===== src/rtl/carry_lookahead_adder_pkg.sv =====
// Shared constants and parameter sanity helper for the two-level carry-look-ahead adder.
// The look-ahead cell is a fixed 4-bit design; wider adders tile it.
package carry_lookahead_adder_pkg;

    localparam int unsigned DEFAULT_WIDTH = 4;
    localparam int unsigned DEFAULT_BLOCK = 4;
    localparam int unsigned CLA_CELL_BITS = 4;

    // True when the operand width tiles exactly into fixed-size look-ahead cells.
    function automatic bit width_ok(input int unsigned width, input int unsigned block);
        return (width > 0) && (block == CLA_CELL_BITS) && ((width % block) == 0);
    endfunction

endpackage


===== src/rtl/carry_lookahead_adder_cla_block4.sv =====
// Combinational 4-bit carry-look-ahead cell: sum bits plus block propagate/generate.
// All internal carries are flattened sum-of-products of cin and the bit-level p/g terms.
module cla_block4 (
    input  logic [3:0] a,
    input  logic [3:0] b,
    input  logic       cin,
    output logic [3:0] sum,
    output logic       p,
    output logic       g
);

    logic [3:0] pb;
    logic [3:0] gb;
    logic [3:0] c;

    assign pb = a ^ b;
    assign gb = a & b;

    assign c[0] = cin;
    assign c[1] = gb[0] | (pb[0] & cin);
    assign c[2] = gb[1] | (pb[1] & gb[0]) | (pb[1] & pb[0] & cin);
    assign c[3] = gb[2] | (pb[2] & gb[1]) | (pb[2] & pb[1] & gb[0])
                | (pb[2] & pb[1] & pb[0] & cin);

    assign sum = pb ^ c;

    // Block P/G are kept independent of cin so the upper look-ahead level has no loop through the cells.
    assign p = &pb;
    assign g = gb[3] | (pb[3] & gb[2]) | (pb[3] & pb[2] & gb[1])
             | (pb[3] & pb[2] & pb[1] & gb[0]);

endmodule


===== src/rtl/carry_lookahead_adder.sv =====
// Registered two-level carry-look-ahead adder: 4-bit CLA cells plus an inter-block
// look-ahead unit, with one cycle of latency from in_valid to out_valid.
module carry_lookahead_adder
    import carry_lookahead_adder_pkg::*;
#(
    parameter int unsigned WIDTH = DEFAULT_WIDTH,
    parameter int unsigned BLOCK = DEFAULT_BLOCK
) (
    input  logic             clk,
    input  logic             rst_n,
    input  logic             in_valid,
    input  logic [WIDTH-1:0] A,
    input  logic [WIDTH-1:0] B,
    input  logic             Cin,
    output logic             out_valid,
    output logic [WIDTH-1:0] Sum,
    output logic             Cout,
    output logic             Pg,
    output logic             Gg
);

    localparam int unsigned NB = WIDTH / BLOCK;

    if (!width_ok(WIDTH, BLOCK)) begin : g_bad_params
        $error("carry_lookahead_adder: WIDTH must be a positive multiple of BLOCK and BLOCK must be 4");
    end

    logic [NB-1:0]    blk_p;
    logic [NB-1:0]    blk_g;
    logic [NB:0]      blk_c;
    logic [WIDTH-1:0] sum_c;
    logic             pg_c;
    logic             gg_c;

    // Carry into block k as a flat sum of products:
    // OR over j<k of (G[j] & P[j+1..k-1]), plus (P[0..k-1] & cin).
    function automatic logic carry_into(input logic [NB-1:0] p,
                                        input logic [NB-1:0] g,
                                        input logic          cin,
                                        input int unsigned   k);
        logic acc;
        logic run;
        acc = 1'b0;
        run = 1'b1;
        for (int j = int'(k) - 1; j >= 0; j--) begin
            acc = acc | (run & g[j]);
            run = run & p[j];
        end
        return acc | (run & cin);
    endfunction

    for (genvar k = 0; k < NB; k++) begin : g_blk
        cla_block4 u_cla (
            .a   (A[k*BLOCK +: BLOCK]),
            .b   (B[k*BLOCK +: BLOCK]),
            .cin (blk_c[k]),
            .sum (sum_c[k*BLOCK +: BLOCK]),
            .p   (blk_p[k]),
            .g   (blk_g[k])
        );
    end

    for (genvar k = 0; k <= NB; k++) begin : g_carry
        assign blk_c[k] = carry_into(blk_p, blk_g, Cin, k);
    end

    assign pg_c = &blk_p;
    assign gg_c = carry_into(blk_p, blk_g, 1'b0, NB);

    // NOTE: sequential state uses non-blocking assignments so every register samples pre-edge values.
    // NOTE: datapath registers are reset too, since Sum/Cout/Pg/Gg must read 0 during reset.
    always_ff @(posedge clk or negedge rst_n) begin
        if (!rst_n) begin
            out_valid <= 1'b0;
            Sum       <= '0;
            Cout      <= 1'b0;
            Pg        <= 1'b0;
            Gg        <= 1'b0;
        end else begin
            out_valid <= in_valid;
            if (in_valid) begin
                Sum  <= sum_c;
                Cout <= blk_c[NB];
                Pg   <= pg_c;
                Gg   <= gg_c;
            end
        end
    end

endmodule


===== config.mk =====
export PLATFORM = sky130hd
export DESIGN_NAME = carry_lookahead_adder
export DESIGN_NICKNAME = d
export VERILOG_FILES = /design/src/rtl/carry_lookahead_adder_pkg.sv /design/src/rtl/carry_lookahead_adder_cla_block4.sv /design/src/rtl/carry_lookahead_adder.sv
export SDC_FILE = /design/constraint.sdc
export NUM_CORES = 1
export LEC_CHECK = 0
export CORE_UTILIZATION = 35
export DETAILED_ROUTE_END_ITERATION = 8
export HOLD_SLACK_MARGIN = 0.15
export PLACE_DENSITY = 0.67
export SKIP_CTS_REPAIR_TIMING = 1
export SYNTH_ARGS = -nofsm -noshare
export SYNTH_HDL_FRONTEND = slang
export SYNTH_SLANG_ARGS = --single-unit

===== constraint.sdc =====
create_clock -name clk -period 1.8 [get_ports clk]
set_input_delay 0.36 -clock clk [delete_from_list [all_inputs] [get_ports clk]]
set_output_delay 0.36 -clock clk [all_outputs]
set_load 0.01 [all_outputs]

**Word level (Yosys, flattened, before mapping)**

Index checks and enable logic that the tools add are counted.
W data, S select, Z words.

- Bitwise gates (word level): 28
- Reductions and logical operators: 1

Operators by type and width:

| operator | count |
|---|---|
| $and A1 B1 Y1 | 15 |
| $or A1 B1 Y1 | 10 |
| $xor A4 B4 Y4 | 2 |
| $and A4 B4 Y4 | 1 |
| $reduce_and A4 Y1 | 1 |

- Flip-flop bits (word level): 8
- Bits of input ports: 12
- Output and inout port bits: 8
- Word-level logic and storage cells: 34

**Logic depth before layout (Yosys ltp)**

Gate-level depths: netlist (run 1).

- Depth after elaboration: 6
- Mapped depth: 4
- Mapped depth without buffers: 4

**Cells and area by module**

From an unflattened synthesis (run 1), not the netlist that was laid out.

- Cells, all modules: 40
- Area total of the unflattened synthesis: 498.0 sq um

By module, submodules not included:

| module | times used | cells an instance | area an instance (sq um) | sequential area each (sq um) |
|---|---|---|---|---|
| carry_lookahead_adder | 1 | 18 | 315.3 | 200.2 |
| cla_block4 | 1 | 22 | 182.7 | 0.0 |

**Worst setup path after synthesis (run 1)**

No wires, ideal clock.

- Path kind: input to register
- Start point: in A[1]
- End point: reg Cout
- Library setup time: 135 ps
- Arrival time: 1393 ps
- Required time: 1665 ps
- Setup slack: 272 ps
- Cell stages on the path: 4
- Path buffers: 0
- Cell sequence: ha_1 > a21o_2 > a2111oi_2 > o22ai_1

- Longest elaborated chain between the ends: 5
- Elaborated cells between the ends (all ways): 10
- Those cells by class: bitwise (9); reduce/logical (1)

Ends and longest elaborated chain:

| item | line | source |
|---|---|---|
| start: declaration | carry_lookahead_adder.sv:12 | `input logic [WIDTH-1:0] A,` |
| $and A4 B4 Y4 / $xor A4 B4 Y4 (equally long branches) | carry_lookahead_adder_cla_block4.sv:17, carry_lookahead_adder_cla_block4.sv:16 |  |
| $and A1 B1 Y1 (on tied branches) | carry_lookahead_adder_cla_block4.sv:29, carry_lookahead_adder_cla_block4.sv:30 |  |
| $or A1 B1 Y1 / $and A1 B1 Y1 (equally long branches) | carry_lookahead_adder_cla_block4.sv:29, carry_lookahead_adder_cla_block4.sv:30 |  |
| $or A1 B1 Y1 | carry_lookahead_adder_cla_block4.sv:30 | `\| (pb[3] & pb[2] & pb[1] & gb[0]);` |
| $or A1 B1 Y1 * | carry_lookahead_adder.sv:49 | `return acc \| (run & cin);` |
| end signal: assignment | carry_lookahead_adder.sv:83 | `Cout <= blk_c[NB];` |
| end: declaration | carry_lookahead_adder.sv:17 | `output logic Cout,` |

Mark *: on every way between the ends. The rest lies on a longest branch, timed or not.
A chain may end at the register's enable or synchronous reset.

**Final worst setup path (run 1)**

Ends and elaborated chain as after synthesis.

==> results.md, run 1 <==
* Die area at 0.00160 sq mm
* First-pass GRT wire length at 1730 microns
* Final setup fails at 0
* Unrepaired setup endpoints after global routing: false
* Drt via density at roughly 5.2
* Fin. max-slew vios at 0
* Syn avg cell area at ~10 sq um
* Final worst-path cycle share at roughly 95%
* GP Congestion at between 0.7 and 0.8
* Largest net degree at the start of global routing at 9
* Worst path required time at 1.93 ns
* Clk buf depth at 2
* Worst r2r src: Sum[3]
* DRT antenna net count at 0
* Static Leak at 0.000349 uW
* WL final at between 1000 and 1500 microns
* Clock skew at 0 ns
* Nets@finish at 96
* Core area at 0.00132 sq mm
* TritonCTS clock tree: yes
* Non-filler cells, final at 92
* Post-Syn Instances at 50
* Data arrival, critical path at ~1.8 ns
* RR Endpoint: Sum[3]
* DR vias at ~480
* Initial antenna violation count at 0
* Register area share after synthesis at ~40%
* DP Cell Count at between 80 and 90
* Die height at about 40 microns
* Share of cells above drive strength 1 at about 20%
* Max frequency at just under 600 MHz
* DIE WIDTH at 40.0 microns
* Critical Path Max Stage Delay at around 0.40 ns
* Crit path max fanout at 5
* Crit path from: A[1]
* Critical path class: input port to register
* Yosys Warn Count at 0
* Vias in the first global route at approximately 450
* Tightest Hold Check Type: input port to async pin
* Post-route design area at between 700 and 800 sq um
* WHS at roughly 0.38 ns
* DRC Markers at 0
* Cell Area, Placed at roughly 750 sq um
* Initial core utilization at roughly two fifths
* Rows at 13
* Total gr overflow at 0
* Primary FF master, synth: dfrtp_1
* Synthesized area at about 500 sq um
* Min cycle time layout at between 1.5 and 2 ns
* CTS sink count at 8
* Async SR Flop Fraction at 100%
* Area of the multi-input gates at approximately 280 sq um
* CP Capture Type: register
* Reg2reg setup slack at between 0.9 and 1 ns
* Post-synthesis cell type count at 27
* Per-cell routed wire length at roughly 12 microns
* Clock Pin Slew Worst Setup and Hold Paths at 0.05 ns
* Run status: complete, no violations
* Hpwl dp at 885 microns
* Setup_tns at 0 ns
* Post-Synthesis Net Count at 67
* R2r worst-path depth at 2
* ANT cells at 0
* Area Growth Syn to Fin at 55.1%
* Fillers at between 100 and 150
* Port bufs at 19
* Worst path cell trace: clkdlybuf4s50_1 -> ha_1 -> a21o_2 -> a2111oi_4 -> o22ai_1
* Total GRT Usage at approximately 17%
* CTS Buf Count at 3
* Max_slew headroom at 76.3%
* Crit path launch type: input port
* Register area at between 200 and 250 sq um
* Worst slew pin tran at 0.354 ns
* 1st-pass router iterations at 4
* Pwr Density at between 700 and 800 mW/mm^2
* CP endpoint: Cout
* Post-synth EDFFs at 0
* Max VDD drop at between 0.5 and 0.6 mV
* Clock Latency Late Sink at 0.25 ns
* Final hold vios at 0
* Max cap viols at 0
* Top-level I/O count at 20
* H-tree depth at 1
* Root Buffer: clkbuf_4
* Slowest cell on the critical path: clkdlybuf4s50_1
* Initial DRC count at 8
* Post-synthesis register bit count at 8
## cells in the final DEF, fill, tap and decap left out
master and instances:
or4_1 1, inv_1 4, o22ai_1 1, nor2_1 3
xnor2_1 1, nand4_1 1, nand3_1 3, clkbuf_4 3
nor2b_1 1, dfrtp_1 8, and3b_1 1, a2111o_1 1
a21oi_1 1, inv_2 2, o2111ai_1 1, and2_1 2
a221oi_1 1, buf_4 6, clkdlybuf4s50_1 19, a2111oi_4 1
or3_1 1, o2bb2ai_1 1, nand2_1 5, mux2_2 1
fa_1 1, a21o_2 1, ha_1 4, o21ai_0 1
and4_2 1
## layer usage
metal | up-vias | GRT usage [%] | share of wire [%] | routed length [microns]
li1 | 237 | - | - | -
met1 | 232 | 18.8 | 47 | 514
met2 | 10 | 28.6 | 49 | 539
met3 | 0 | 10.0 | 4.5 | 50
met4 | 0 | 5.17 | 0 | 0
met5 | - | 0 | 0 | 0
## synth_stat cells (all sizes together) (2+ instances only)
master	instances	share of area (%)
ha	4	9.9
dfrtp	8	40
nand2	5	3.7
nor2	3	2.2
nand3	3	3.0
and2	2	2.5
inv	6	4.5
## how the worst min path moves through the flow
stage | endpoint | cells past startpoint | startpoint | slack, ns
after global routing | Sum[2] | 1 | rst_n | 0.41
final | Sum[2] | 1 | rst_n | 0.38
after global placement | Sum[0] | 2 | Sum[0] | 0.47
after detailed placement | Sum[0] | 2 | Sum[0] | 0.47
after CTS | Sum[2] | 1 | rst_n | 0.38
after floorplan | Cout | 0 | rst_n | 0.06
## cell type report
| cell class | instances | share of cell area [%] |
|---|---|---|
| tap | 15 | 2.40 |
| inverter | 6 | 2.88 |
| multi-input combinational | 35 | 36.2 |
| clock buffer | 3 | 2.88 |
| sequential | 8 | 25.6 |
| timing repair buffer | 25 | 30.1 |
## cells by family after synthesis
logic type / share of synthesized area, %
fa+ha+maj: 13.9
compound gates: 15.4
flops: 39.7
buf+inv: 6.70
simple gates: 20.3
mux: 2.23
xor+xnor: 1.74
## flip-flops by register name (all words and copies together) (netlist names)
register and flops:
Cout 1, Gg 1, Pg 1, Sum 4
out_valid 1
## critical path, delay by kind of cell
kind / cells / cell delay [ns]
buffers and inverters: 1 / 0.40
AO/OA/AOI/OAI: 3 / 0.71
adder cells (fa/ha/maj): 1 / 0.36
## stage by stage
stage               util [%]  power [uW]  worst slack [ns]
CTS                     58.4         555            0.0612
detailed placement      56.7         417            -0.223
floorplan                  -         307             0.272
global placement        56.7         414            -0.179
global route            59.4         589            0.0206
finish                  59.4         550            0.0934
## report_power, final
group	switching, uW	internal (uW)	total, uW
Clock	56.7	76.0	133
Combinational	81.5	117	198
Sequential	13.6	205	219
Total	152	398	550
Power figures use the tool's default switching activity.
==> inputs of run 2 (changes only) <==
--- a/config.mk
+++ b/config.mk
@@ -5,10 +5,11 @@
 export SDC_FILE = /design/constraint.sdc
 export NUM_CORES = 1
 export LEC_CHECK = 0
+export ABC_AREA = 1
 export CORE_UTILIZATION = 35
 export DETAILED_ROUTE_END_ITERATION = 8
 export HOLD_SLACK_MARGIN = 0.15
-export PLACE_DENSITY = 0.67
+export PLACE_DENSITY = 0.68
 export SKIP_CTS_REPAIR_TIMING = 1
 export SYNTH_ARGS = -nofsm -noshare
 export SYNTH_HDL_FRONTEND = slang
==> run 2 against run 1 <==
- synthesized area fell by 8.2%
- final cell count rose by 1.1%
- non-clock buffer count decreased by 5
- utilization grew 0.47 points
- sequential share of layout area rose by 3.0 points
- fmax is 12% higher
- die area fell by 7.8%
- critical endpoint unchanged
==> results.md, run 2 <==
* Sequential share of power at 42.3%
* Static Leak at 0.000349 uW
* Fin. max-slew vios at 0
* Max frequency at roughly 660 MHz
* Async SR Flop Fraction at 100%
* Yosys Warn Count at 0
* Largest net degree at the start of global routing at 11
* Hpwl dp at between 700 and 800 microns
* Post-synthesis register bit count at 8
* Internal at roughly 370 uW
* H-tree depth at 1
* Clk buf depth at 2
* Total chip power at 509 uW
* ANT cells at 0
* Synthesized area at approximately 460 sq um
* Worst path required time at 1.92 ns
* Most frequent cells in the layout: 20 x nand2_1, 19 x clkdlybuf4s50_1, 8 x dfrtp_1
* Sw frac at between 20% and 30%
* Max_slew headroom at around 77%
* Initial antenna violation count at 0
* Setup ws final at 0.274 ns
* Top reg by flops: Sum
* DRC Markers at 0
* Share of cells above drive strength 1 at approximately 6.3%
* Most common cell after layout, fill and taps aside: nand2_1
* Vias in the first global route at roughly 430
* Data arrival, critical path at around 1.7 ns
* Unrepaired setup endpoints after global routing: false
* Cell Area, Placed at 678 sq um
* Pwr Density at a little over 700 mW/mm^2
* Port bufs at 19
* CTS sink count at 8
* Drt via density at between 4 and 5
* Post-synthesis mux area share at 0%
* CTS Buf Count at 3
* DR vias at around 440
* Clock Latency Late Sink at between 0.2 and 0.25 ns
* GP Congestion at a little over 0.7
* Rows at 12
* DIE WIDTH at approximately 38 microns
* Total GRT Usage at 16.2%
* Sw power at roughly 140 uW
* Area Growth Syn to Fin at 51.4%
* Clock skew at 0 ns
* Die area at ~0.0015 sq mm
* Initial core utilization at 39.5%
* Yosys top cell by area: dfrtp_1
* Clock Pin Slew Worst Setup and Hold Paths at around 0.05 ns
* Most frequent cells after synthesis: 20 x nand2_1, 8 x dfrtp_1, 5 x inv_1, 5 x nand3_1, 4 x ha_1
* Syn avg cell area at ~8.3 sq um
* Nets@finish at just under 100
* Worst path cell trace: clkdlybuf4s50_1 -> ha_1 -> a21oi_1 -> o21ai_0 -> nand2_1 -> nand3_1
* Post-Synthesis Net Count at between 70 and 80
* Min cycle time layout at roughly 1.5 ns
* Per-cell routed wire length at 9.16 microns
* CP Capture Type: register
* Final worst-path cycle share at between 80 and 90%
* Setup_tns at 0 ns
* Core area at approximately 0.0012 sq mm
* Logic pwr share at around a third
* Primary FF master, synth: dfrtp_1
* Critical path class: input port to register
* Register area share after synthesis at a little over two fifths
* Max VDD drop at 0.281 mV
* Critical Path Max Stage Delay at ~0.4 ns
* Post-synthesis cell type count at 15
* Largest family of logic cells by synthesized area: simple AND/OR/NAND/NOR gates
* Synth top area cells: dfrtp_1 43%, nand2_1 16%, ha_1 11%
* WL final at 852 microns
* Place WS at 0.00545 ns
* Synth Area in Adders at between 10% and 20%
* Root Buffer: clkbuf_4
* Clock share of power at between 20 and 30%
* Crit path launch type: input port
* Post-synth EDFFs at 0
* Final setup fails at 0
* Slowest cell on the critical path: clkdlybuf4s50_1
* Initial DRC count at 4
* Die height at between 30 and 40 microns
* First-pass GRT wire length at between 1500 and 2000 microns
* Largest register FFs at 4
* Synth Area in Compound Gates at 7.30%
* Tightest Hold Check Type: input port to async pin
* Worst slew pin tran at between 0.3 and 0.4 ns
* Most frequent cell after synthesis: nand2_1
* Simple-gate share of the synthesized area at around 28%
* Final hold vios at 0
* Post-Syn Instances at 56
* Crit path max fanout at 5
* Max cap viols at 0
* 1st-pass router iterations at 4
* Post-synth top area share at 43.2%
* Post-route design area at around 700 sq um
* DRT antenna net count at 0
* TritonCTS clock tree: yes
* Run status: complete, no violations
* Top-level I/O count at 20
* Total gr overflow at 0
* Post-Synth XOR/XNOR Area at under 10%
run 2: cell types whose count changed after synthesis, moves of 2 or more:
cell	previous run	this run
o21ai_0	1	3
nand3_1	3	5
nand2_1	5	20
and2_1	2	0
run 2: power by group through the flow:
stage / clock, uW / sequential (uW) / combinational, uW
final: 131 / 215 / 163
after global routing: 150 / 218 / 187
after CTS: 134 / 216 / 166
after detailed placement: 0 / 219 / 165
after global placement: 0 / 217 / 163
after floorplan: 0 / 229 / 63.3
run 2: worst max-delay path, delay by kind of cell:
| kind | cells | cell delay [ns] |
|---|---|---|
| fa+ha+maj | 1 | 0.36 |
| compound gates | 2 | 0.36 |
| simple gates | 2 | 0.17 |
| buf+inv | 1 | 0.40 |
run 2: final cells by class:
cell class              instances  area, sq um
well taps                      14         17.5
repair buffers                 20          198
fillers                       114          470
inverters                       6         22.5
flip-flops and latches          8          200
multi-input cells              42          240
clock buffers                   3         22.5
run 2: worst paths after layout:
path,start,endpoint,slack [ns],cells after the start
worst max-delay path,A[1],Cout,0.27,6
worst min-delay path,rst_n,Pg,0.38,1
worst max register to register,Pg,Pg,1.09,1
worst min register to register,Sum[3],Sum[3],0.48,2
max in group asynchronous,rst_n,Cout,1.17,1
min in group clk,Sum[3],Sum[3],0.48,2
run 2: cells by family (layout without fill, tap and decap cells):
family / Yosys count / in the layout
AOI/OAI and AO/OA: 6 / 6
adders and majority gates: 5 / 5
DFF: 8 / 8
and+or+nand+nor: 30 / 30
xor gates and xnor gates: 1 / 1
buffers and inverters: 6 / 29
run 2: routing by layer:
layer / routed length (microns) / up-vias / GRT usage, % / share of wire [%]
met2: 435 / 18 / 28.4 / 51
met1: 368 / 192 / 17.4 / 43
met4: 0 / 0 / 7.76 / 0
met3: 49 / 0 / 5.23 / 5.8
li1: - / 231 / - / -
met5: 0 / - / 0 / 0
run 2: per-stage QoR:
stage / hold slack (ns) / utilization [%] / std cells
6_report: 0.382 / 59.8 / 93
5_1_grt: 0.407 / 59.8 / 93
4_1_cts: 0.391 / 59.8 / 93
3_5_place_dp: 0.466 / 57.9 / 90
3_3_place_gp: 0.466 / 57.9 / 90
2_1_floorplan: 0.0644 / - / 56
==> inputs of run 3 (changes only) <==
==> constraint.sdc (replaced) <==
create_clock -name clk -period 1.54 [get_ports clk]
set_input_delay 0.308 -clock clk [delete_from_list [all_inputs] [get_ports clk]]
set_output_delay 0.308 -clock clk [all_outputs]
set_load 0.01 [all_outputs]
==> run 3 against run 2 <==
- flip-flop and latch count stayed put
- die area stayed put
- non-clock buffer count up 4
- critical path type is now register to output port
- critical endpoint is now Sum[3]
- largest cell class unchanged
- highest routed layer is now met4
==> results.md, run 3 (synthesized netlist as in run 2, its figures left out) <==
* Most common cell after layout, fill and taps aside: nand2_1
* H-tree depth at 1
* Clock Latency Late Sink at ~0.25 ns
* Rows at 12
* Initial antenna violation count at 0
* Worst path required time at 1.23 ns
* Static Leak at roughly 0.00037 uW
* Hpwl dp at 752 microns
* Initial core utilization at between 30% and 40%
* Die area at around 0.0015 sq mm
* DR vias at ~460
* Max cap viols at 0
* DRC Markers at 0
* Clk buf depth at 2
* Crit path max fanout at 2
* Pwr Density at ~840 mW/mm^2
* Delay-heaviest family, CP: buffers and inverters
* Drt via density at roughly 4.7
* Unrepaired setup endpoints after global routing: false
* GP Congestion at around 0.7
* Tightest Hold Check Type: input port to async pin
* Slowest cell on the critical path: clkdlybuf4s50_1
* Final worst-path cycle share at roughly 94%
* DIE WIDTH at 38.4 microns
* CTS Buf Count at 3
* Initial DRC count at 6
* Most frequent cells in the layout: 20 x nand2_1, 19 x clkdlybuf4s50_1, 8 x dfrtp_1
* Worst path cell trace: clkdlybuf4s50_1
* Min cycle time layout at about 1.4 ns
* TritonCTS clock tree: yes
* Setup_tns at 0 ns
* Root Buffer: clkbuf_4
* WHS at 0.333 ns
* Clock skew at 0 ns
* First-pass GRT wire length at 1700 microns
* Area Growth Syn to Fin at 58.6%
* Largest net degree at the start of global routing at 11
* Total GRT Usage at 17.6%
* Critical Path Max Stage Delay at roughly 0.55 ns
* CP Capture Type: output port
* Nets@finish at approximately 100
* Clock Pin Slew Worst Setup and Hold Paths at about 0.05 ns
* Max frequency at 690 MHz
* Run status: complete, no violations
* Largest register FFs at 4
* Final hold vios at 0
* 1st-pass router iterations at 3
* Critical path class: register to output port
* Bufs and invs on worst path at 1
* Max VDD drop at between 0.3 and 0.4 mV
* Port bufs at 19
* Share of cells above drive strength 1 at 12.0%
* Final setup fails at 0
* Per-cell routed wire length at 9.98 microns
* Vias in the first global route at about 410
* Top-level I/O count at 20
* CTS sink count at 8
* DRT antenna net count at 0
* Total gr overflow at 0
* Core area at 0.00117 sq mm
* ANT cells at 0
* Max_slew headroom at ~76%
* WL final at slightly below 1000 microns
* Crit path launch type: register
* Fillers at roughly 110
* Worst slew pin tran at 0.358 ns
* Fin. max-slew vios at 0
* Die height at around 38 microns
* Data arrival, critical path at approximately 1.1 ns
* Top reg by flops: Sum
[run 3: path summary, 6_finish.rpt]
| path | from | end | slack (ns) | depth (start not counted) |
|---|---|---|---|---|
| max | Sum[3] | Sum[3] | 0.09 | 1 |
| min | rst_n | Sum[2] | 0.33 | 1 |
| max reg2reg | Pg | Pg | 0.83 | 1 |
| min reg2reg | Gg | Gg | 0.48 | 2 |
| max in group asynchronous | rst_n | Gg | 0.95 | 1 |
| min in group clk | Gg | Gg | 0.48 | 2 |
[run 3: where the power goes]
part,total (uW),internal [uW],switching [uW],leakage [uW]
Clock,158,89.0,68.8,0.0000138
Combinational,207,119,88.4,0.000257
Sequential,252,238,14.0,0.0000987
Total,617,446,171,0.000369
[run 3: final cells by class]
cell class | instances | area (sq um) | share of cell area [%]
inverter | 6 | 22.5 | 3.07
tap | 14 | 17.5 | 2.39
sequential | 8 | 200 | 27.3
clock buffer | 3 | 22.5 | 3.07
multi-input combinational | 42 | 244 | 33.2
timing repair buffer | 24 | 228 | 31.0
[run 3: routing by layer]
layer	vias up	track usage [%]	routed length [microns]
met3	4	3.49	41
li1	237	-	-
met2	18	27.5	457
met5	-	0	0
met1	196	21.1	440
met4	0	12.9	28
[run 3: stage by stage]
step	total power [uW]	area [sq um]	setup slack [ns]	std cells	utilization, %
floorplan	342	463	0.333	56	-
finish	617	734	0.0906	97	62.7
global placement	457	708	-0.118	94	60.5
global route	669	734	0.00540	97	62.7
detailed placement	461	708	-0.157	94	60.5
CTS	624	731	0.0722	97	62.4
